File: src/rtl/ts_touch_reader_if.sv
// Shared SPI bus plus request/grant handshake between the touch reader and the bus arbiter.
// The master side drives the SPI pins and the request; the slave side owns MISO and the grant.
interface ts_touch_reader_if;
   logic sclk;
   logic mosi;
   logic miso;
   logic csn;
   logic bus_req;
   logic bus_gnt;

   modport master (
      output sclk,
      output mosi,
      output csn,
      output bus_req,
      input  miso,
      input  bus_gnt
   );

   modport slave (
      input  sclk,
      input  mosi,
      input  csn,
      input  bus_req,
      output miso,
      output bus_gnt
   );
endinterface

File: src/rtl/ts_touch_reader.sv
// XPT2046-style touch reader: polls the controller over the shared SPI bus (Z1, then X/Y on touch)
// and publishes each poll's result with a one-cycle strobe.
module ts_touch_reader #(
   parameter int          DIV         = 4,
   parameter int          POLL_CYCLES = 100000,
   parameter logic [11:0] Z_THRESH    = 12'd100,
   parameter int          CS_GAP      = 4
) (
   input  logic              clk,
   input  logic              rst,
   input  logic              enable,
   ts_touch_reader_if.master spi,
   output logic              busy,
   output logic              sample_vld,
   output logic              touched,
   output logic [11:0]       x,
   output logic [11:0]       y,
   output logic [11:0]       z1
);

   typedef enum logic [2:0] {
      IDLE, WAIT, REQ, CS_SETUP, XFER, CS_HOLD, NEXT, DONE
   } state_t;

   localparam logic [31:0] POLL_LAST     = 32'(POLL_CYCLES - 1);
   localparam logic [31:0] SETUP_LAST    = 32'(CS_GAP - 1);
   localparam logic [31:0] RISE_AT       = 32'(DIV - 1);
   localparam logic [31:0] BIT_LAST      = 32'(2 * DIV - 1);
   localparam logic [31:0] HOLD_LOW_LAST = 32'(CS_GAP - 1);
   localparam logic [31:0] HOLD_LAST     = 32'(2 * CS_GAP - 2);

   state_t      state_q, state_d;
   logic [31:0] cnt_q, cnt_d;
   logic [4:0]  bit_q, bit_d;
   logic [1:0]  frame_q, frame_d;
   logic [7:0]  cmd_q, cmd_d;
   logic [11:0] shift_q, shift_d;
   logic [11:0] z1_res_q, z1_res_d;
   logic [11:0] x_res_q, x_res_d;
   logic        csn_q, csn_d;
   logic        sclk_q, sclk_d;
   logic        mosi_q, mosi_d;
   logic        bus_req_q, bus_req_d;
   logic        sample_vld_q, sample_vld_d;
   logic        touched_q, touched_d;
   logic [11:0] x_q, x_d;
   logic [11:0] y_q, y_d;
   logic [11:0] z1_q, z1_d;
   logic [7:0]  frame_cmd;
   logic        grant_lost;

   assign frame_cmd  = (frame_q == 2'd0) ? 8'hB0 : (frame_q == 2'd1) ? 8'hD0 : 8'h90;
   assign grant_lost = !spi.bus_gnt && (state_q inside {CS_SETUP, XFER, CS_HOLD, NEXT});

   always_comb begin
      state_d      = state_q;
      cnt_d        = cnt_q;
      bit_d        = bit_q;
      frame_d      = frame_q;
      cmd_d        = cmd_q;
      shift_d      = shift_q;
      z1_res_d     = z1_res_q;
      x_res_d      = x_res_q;
      csn_d        = csn_q;
      sclk_d       = sclk_q;
      mosi_d       = mosi_q;
      bus_req_d    = bus_req_q;
      sample_vld_d = 1'b0;
      touched_d    = touched_q;
      x_d          = x_q;
      y_d          = y_q;
      z1_d         = z1_q;

      if (grant_lost) begin
         // Abandon the poll entirely; the retry goes through a full WAIT period again.
         state_d   = IDLE;
         cnt_d     = '0;
         csn_d     = 1'b1;
         sclk_d    = 1'b0;
         mosi_d    = 1'b0;
         bus_req_d = 1'b0;
      end else begin
         case (state_q)
            IDLE: begin
               if (enable) begin
                  state_d = WAIT;
                  cnt_d   = '0;
               end
            end
            WAIT: begin
               if (cnt_q == POLL_LAST) begin
                  state_d   = REQ;
                  cnt_d     = '0;
                  bus_req_d = 1'b1;
               end else begin
                  cnt_d = cnt_q + 32'd1;
               end
            end
            REQ: begin
               if (spi.bus_gnt) begin
                  state_d = CS_SETUP;
                  cnt_d   = '0;
                  frame_d = 2'd0;
                  csn_d   = 1'b0;
               end
            end
            CS_SETUP: begin
               if (cnt_q == SETUP_LAST) begin
                  state_d = XFER;
                  cnt_d   = '0;
                  bit_d   = 5'd0;
                  mosi_d  = frame_cmd[7];
                  cmd_d   = {frame_cmd[6:0], 1'b0};
               end else begin
                  cnt_d = cnt_q + 32'd1;
               end
            end
            XFER: begin
               // The command register shifts in zeros, so bits 8..23 drive mosi low for free.
               if (cnt_q == RISE_AT) begin
                  sclk_d = 1'b1;
                  if (bit_q >= 5'd9 && bit_q <= 5'd20) begin
                     shift_d = {shift_q[10:0], spi.miso};
                  end
               end
               if (cnt_q == BIT_LAST) begin
                  sclk_d = 1'b0;
                  cnt_d  = '0;
                  if (bit_q == 5'd23) begin
                     state_d = CS_HOLD;
                     mosi_d  = 1'b0;
                  end else begin
                     bit_d  = bit_q + 5'd1;
                     mosi_d = cmd_q[7];
                     cmd_d  = {cmd_q[6:0], 1'b0};
                  end
               end else begin
                  cnt_d = cnt_q + 32'd1;
               end
            end
            CS_HOLD: begin
               // Low for CS_GAP cycles, then high; the NEXT cycle completes the deselect gap.
               if (cnt_q == HOLD_LOW_LAST) begin
                  csn_d = 1'b1;
               end
               if (cnt_q == HOLD_LAST) begin
                  state_d = NEXT;
                  cnt_d   = '0;
               end else begin
                  cnt_d = cnt_q + 32'd1;
               end
            end
            NEXT: begin
               case (frame_q)
                  2'd0: begin
                     z1_res_d = shift_q;
                     if (shift_q < Z_THRESH) begin
                        state_d      = DONE;
                        bus_req_d    = 1'b0;
                        sample_vld_d = 1'b1;
                        touched_d    = 1'b0;
                        z1_d         = shift_q;
                     end else begin
                        state_d = CS_SETUP;
                        frame_d = 2'd1;
                        cnt_d   = '0;
                        csn_d   = 1'b0;
                     end
                  end
                  2'd1: begin
                     x_res_d = shift_q;
                     state_d = CS_SETUP;
                     frame_d = 2'd2;
                     cnt_d   = '0;
                     csn_d   = 1'b0;
                  end
                  default: begin
                     state_d      = DONE;
                     bus_req_d    = 1'b0;
                     sample_vld_d = 1'b1;
                     touched_d    = 1'b1;
                     z1_d         = z1_res_q;
                     x_d          = x_res_q;
                     y_d          = shift_q;
                  end
               endcase
            end
            DONE: begin
               state_d = IDLE;
            end
            default: begin
               state_d = IDLE;
            end
         endcase
      end
   end

   always_ff @(posedge clk) begin
      if (rst) begin
         state_q      <= IDLE;
         cnt_q        <= '0;
         bit_q        <= '0;
         frame_q      <= '0;
         cmd_q        <= '0;
         shift_q      <= '0;
         z1_res_q     <= '0;
         x_res_q      <= '0;
         csn_q        <= 1'b1;
         sclk_q       <= 1'b0;
         mosi_q       <= 1'b0;
         bus_req_q    <= 1'b0;
         sample_vld_q <= 1'b0;
         touched_q    <= 1'b0;
         x_q          <= '0;
         y_q          <= '0;
         z1_q         <= '0;
      end else begin
         state_q      <= state_d;
         cnt_q        <= cnt_d;
         bit_q        <= bit_d;
         frame_q      <= frame_d;
         cmd_q        <= cmd_d;
         shift_q      <= shift_d;
         z1_res_q     <= z1_res_d;
         x_res_q      <= x_res_d;
         csn_q        <= csn_d;
         sclk_q       <= sclk_d;
         mosi_q       <= mosi_d;
         bus_req_q    <= bus_req_d;
         sample_vld_q <= sample_vld_d;
         touched_q    <= touched_d;
         x_q          <= x_d;
         y_q          <= y_d;
         z1_q         <= z1_d;
      end
   end

   assign spi.csn     = csn_q;
   assign spi.sclk    = sclk_q;
   assign spi.mosi    = mosi_q;
   assign spi.bus_req = bus_req_q;
   assign busy        = (state_q != IDLE);
   assign sample_vld  = sample_vld_q;
   assign touched     = touched_q;
   assign x           = x_q;
   assign y           = y_q;
   assign z1          = z1_q;

endmodule
File: src/flat_wrapper.sv
// flat-port wrapper written by rule: the top's interface ports become plain ports
module ts_touch_reader_flat 
#(
   parameter int          DIV         = 4,
   parameter int          POLL_CYCLES = 100000,
   parameter logic [11:0] Z_THRESH    = 12'd100,
   parameter int          CS_GAP      = 4
)
  (clk, rst, enable, busy, sample_vld, touched, x, y, z1, spi_sclk, spi_mosi, spi_csn, spi_bus_req, spi_miso, spi_bus_gnt);
  ts_touch_reader_if spi_i ();
  input  logic clk;
  input  logic rst;
  input  logic enable;
  output logic busy;
  output logic sample_vld;
  output logic touched;
  output logic [11:0] x;
  output logic [11:0] y;
  output logic [11:0] z1;
  output wire logic [$bits(spi_i.sclk)-1:0] spi_sclk;
  output wire logic [$bits(spi_i.mosi)-1:0] spi_mosi;
  output wire logic [$bits(spi_i.csn)-1:0] spi_csn;
  output wire logic [$bits(spi_i.bus_req)-1:0] spi_bus_req;
  input wire logic [$bits(spi_i.miso)-1:0] spi_miso;
  input wire logic [$bits(spi_i.bus_gnt)-1:0] spi_bus_gnt;
  assign spi_sclk = spi_i.sclk;
  assign spi_mosi = spi_i.mosi;
  assign spi_csn = spi_i.csn;
  assign spi_bus_req = spi_i.bus_req;
  assign spi_i.miso = spi_miso;
  assign spi_i.bus_gnt = spi_bus_gnt;
  ts_touch_reader #(.DIV(DIV), .POLL_CYCLES(POLL_CYCLES), .Z_THRESH(Z_THRESH), .CS_GAP(CS_GAP)) u_core (.clk(clk), .rst(rst), .enable(enable), .spi(spi_i), .busy(busy), .sample_vld(sample_vld), .touched(touched), .x(x), .y(y), .z1(z1));
endmodule
File: config.mk
export PLATFORM = sky130hd
export DESIGN_NAME = ts_touch_reader_flat
export DESIGN_NICKNAME = d
export VERILOG_FILES = /design/src/rtl/ts_touch_reader_if.sv /design/src/rtl/ts_touch_reader.sv /design/src/flat_wrapper.sv
export SDC_FILE = /design/constraint.sdc
export NUM_CORES = 1
export LEC_CHECK = 0
export BUFFER_PORTS_ARGS = -buffer_cell sky130_fd_sc_hd__clkbuf_2
export CORE_MARGIN = 3
export CORE_UTILIZATION = 59
export CTS_BUF_LIST = sky130_fd_sc_hd__clkbuf_16
export DETAILED_ROUTE_END_ITERATION = 8
export GPL_TIMING_DRIVEN = 0
export PLACE_DENSITY = 0.79
export SLEW_MARGIN = 20
export SYNTH_ARGS = -nofsm -noshare
export SYNTH_HDL_FRONTEND = slang
export SYNTH_SLANG_ARGS = --single-unit
File: constraint.sdc
create_clock -name clk -period 3.1 [get_ports clk]
set_input_delay 0.31 -clock clk [delete_from_list [all_inputs] [get_ports clk]]
set_output_delay 0.31 -clock clk [all_outputs]
set_load 0.01 [all_outputs]
==> impl_metrics.env <==
export IMPL_power_density_mw_per_mm2=584.4
export IMPL_clk_pin_slew_ps=60
export IMPL_grt_setup_unrepaired="false"
export IMPL_hold_viol=0
export IMPL_drv_slew=0
export IMPL_syn_nets=695
export IMPL_port_buffers=46
export IMPL_cts_root_buffer="clkbuf_16"
export IMPL_pin_count=48
export IMPL_yosysSeqAreaShare_pct=43.97
export IMPL_synth_common_cells="dfxtp_1, nand2_1, nor2_1"
export IMPL_cts_path_max_buffers=2
export IMPL_crit_start="u_core.cnt_q[5]"
export IMPL_fp_coreArea_mm2=0.008976
export IMPL_fp_row_count=34
export IMPL_ys_ff_latch=123
export IMPL_layout_min_cycle_time_ps=2826
export IMPL_synthFlopType="dfxtp_1"
export IMPL_dp_hpwl_um=10420
export IMPL_hold_buffers=0
export IMPL_postCtsSetupBuffers=0
export IMPL_drtPass1Iterations=5
export IMPL_fmax_ghz=0.3538
export IMPL_maxSlewHeadroom_pct=53.56
export IMPL_stdcell_area_mm2=0.006595
export IMPL_htreeDepth=4
export IMPL_drt_total_wl_um=15470
export IMPL_leakage_nw=2.270
export IMPL_arrival_ps=3100
export IMPL_syn_area_mm2=0.005600
export IMPL_fin_nets=760
export IMPL_cp_start_kind="flip-flop"
export IMPL_synth_compound_area_share_pct=14.88
export IMPL_syn2layout_area_growth_pct=17.76
export IMPL_die_area_mm2=0.01070
export IMPL_yosysMostFrequentCell="dfxtp_1"
export IMPL_path_class="reg -> reg"
export IMPL_wl_per_cell_um=17.40
export IMPL_r2r_start="u_core.cnt_q[5]"
export IMPL_worstRegToRegCells=9
export IMPL_synth_fa_ha_area_share_pct=1.117
export IMPL_setup_violations=0
export IMPL_grt_remaining_overflow=0
export IMPL_timing_final_crit_share_pct=91.17
export IMPL_whs_ps=183.0
export IMPL_worst_path_max_fanout=10
export IMPL_synth_mux_area_fraction_pct=7.172
export IMPL_cts_tree="done"
export IMPL_antenna_left=0
export IMPL_drive_gt1_share_pct=13.37
export IMPL_synthSimpleGateAreaFrac_pct=28.31
export IMPL_ff2ff_setup_slack_ps=270
export IMPL_chipHeight_um=103.4
export IMPL_worstPathRequired_ps=3370
export IMPL_yosys_warnings=0
export IMPL_critical_path_depth=9
export IMPL_clk_latency_ps=420
export IMPL_grt_pass1_wl_um=24590
export IMPL_slowest_delay_ps=430
export IMPL_grt_pass1_vias=4915
export IMPL_worstMarginPinSlew_ps=694.1
export IMPL_path_common_cell="clkbuf_1"
export IMPL_vias=5454
export IMPL_synth_top_family_by_area="simple AND/OR/NAND/NOR gates"
export IMPL_fillers=657
export IMPL_syn_inst=685
export IMPL_post_synth_top_area_fraction_pct=43.97
export IMPL_maxCapViolCount=0
export IMPL_numCtsBuffers=17
export IMPL_grt_usage_pct=29.77
export IMPL_multi_input_area_mm2=0.002923
export IMPL_r2r_end="u_core.cnt_q[8]"
export IMPL_synth_area_leaders="dfxtp_1, mux2i_1, nand2_1"
export IMPL_seq_area_mm2=0.002462
export IMPL_antenna_found_initial=0
export IMPL_dr_first_iter_drc_count=522
export IMPL_synthArstFlopShare_pct=0
export IMPL_cp_end_kind="flip-flop"
export IMPL_skew_ps=10.56
export IMPL_vdd_drop_max_mv=0.3805
export IMPL_synth_area_leader_cell="dfxtp_1"
export IMPL_vias_per_cell=6.135
export IMPL_tns_ps=0
export IMPL_fp_dieW_um=103.4
export IMPL_cts_sinks=123
export IMPL_drc=0
export IMPL_synth_edf_count=0
export IMPL_synth_cell_type_count=57
export IMPL_crit_family="simple AND/OR/NAND/NOR gates"
export IMPL_gp_congestion=0.8890
export IMPL_crit_slowest_cell="nand4_1"
export IMPL_insertedDiodeCount=0
export IMPL_start_util_pct=62.39
export IMPL_dpl_instance_area_mm2=0.005988
export IMPL_cp_cell_sequence="clkbuf_1 -> nor4_1 -> nand4_1 -> o22ai_1 -> and3_1 -> buf_2 -> clkbuf_1 -> or3_1 -> a31oi_1"
export IMPL_hold_class="in -> reg"
export IMPL_endpoint="u_core.cnt_q[8]"
export IMPL_synth_xor_area_share_pct=0.6256
export IMPL_grt_start_max_net_pins=17
export IMPL_avgSynthCellArea_um2=8.176
export IMPL_status="complete, no violations"
export IMPL_cts_resized=0
export IMPL_cp_buffers_inverters=3
[routing by layer]
metal | GRT usage (%) | part of all wire (%) | vias up
met1 | 41.47 | 45 | 2589
met4 | 9.661 | 1.5 | 0
met3 | 7.847 | 8.5 | 26
met5 | 0 | 0 | -
met2 | 45.05 | 45 | 248
li1 | - | - | 2591
[power by group]
group          switching [W]  internal, W  leakage, nW
clock               0.000812      0.00121        0.290
sequential        0.00000927      0.00159        0.991
combinational       0.000171    0.0000595        0.989
[how the worst min path moves through the flow]
stage | start | to | slack [ps] | cells past startpoint
after global routing | spi_miso | u_core.shift_q[0] | 160 | 3
after detailed placement | u_core.y[8] | u_core.y[8] | 450 | 2
after CTS | spi_miso | u_core.shift_q[0] | 170 | 3
final | spi_miso | u_core.shift_q[0] | 180 | 3
after global placement | u_core.x_res_q[8] | u_core.x[8] | 440 | 2
after floorplan | u_core.x_res_q[0] | u_core.x[0] | 430 | 2
[metrics by stage]
step	total power (W)	cells	setup WS [ps]	utilization, %
floorplan	0.001778	685	750.2	-
global placement	0.001850	857	273.6	66.71
detailed placement	0.001852	857	231.4	66.71
CTS	0.003847	889	146.7	73.42
global route	0.003949	889	103.6	73.47
finish	0.003854	889	273.8	73.47
[cell families (layout without fill, tap and decap cells)]
logic type,Yosys count,in the layout
xor+xnor,4,4
compound gates,135,135
mux,40,40
simple gates,323,323
fa+ha+maj,5,5
flops,123,123
buf+inv,55,133
[sequential cells by signal (all words and copies together), names as in the netlist]
| register | flops |
|---|---|
| u_core.sample_vld | 1 |
| u_core.shift_q | 12 |
| u_core.z1_res_q | 12 |
| u_core.y | 12 |
| u_core.x_res_q | 12 |
| u_core.state_q | 3 |
| u_core.spi.mosi | 1 |
| u_core.x | 12 |
| u_core.frame_q | 2 |
| u_core.spi.sclk | 1 |
| u_core.z1 | 12 |
| u_core.cnt_q | 32 |
| u_core.bit_q | 5 |
| u_core.spi.bus_req | 1 |
| u_core.spi.csn | 1 |
| u_core.cmd_q | 3 |
| u_core.touched | 1 |
[final cells by class]
class	count	area share (%)
Multi-Input combinational cell	507	44.32
Sequential cell	123	37.34
Clock buffer	17	6.450
Timing Repair Buffer	46	3.491
Buffer	47	2.884
Clock inverter	15	2.675
Tap cell	126	2.390
Inverter	8	0.4553
[worst reg2reg max path: stages, from the launching register on]
cell,delay (ps)
dfxtp_1,290
clkbuf_1,170
nor4_1,300
nand4_1,430
o22ai_1,420
and3_1,240
buf_2,180
clkbuf_1,390
or3_1,180
a31oi_1,80
[layout by cell type, fill, tap and decap left out, types with 3 or more instances in the layout]
cell	instances
and2_1	6
nor3_1	10
nand2_1	101
inv_1	8
nor2_1	76
or4_1	12
nor4_1	10
nand4_1	17
a31oi_1	15
inv_6	6
nand3b_1	3
and4_1	4
o21ai_0	32
dfxtp_1	123
clkinv_4	3
buf_2	8
and3_1	14
a21oi_1	46
clkbuf_2	46
or3_1	8
nand3_1	40
clkbuf_1	38
a311oi_1	13
xor2_1	4
a211oi_1	4
clkbuf_16	17
nor2b_1	4
nand2b_1	4
mux2i_1	39
ha_1	5
(Power assumes the default switching activity.)
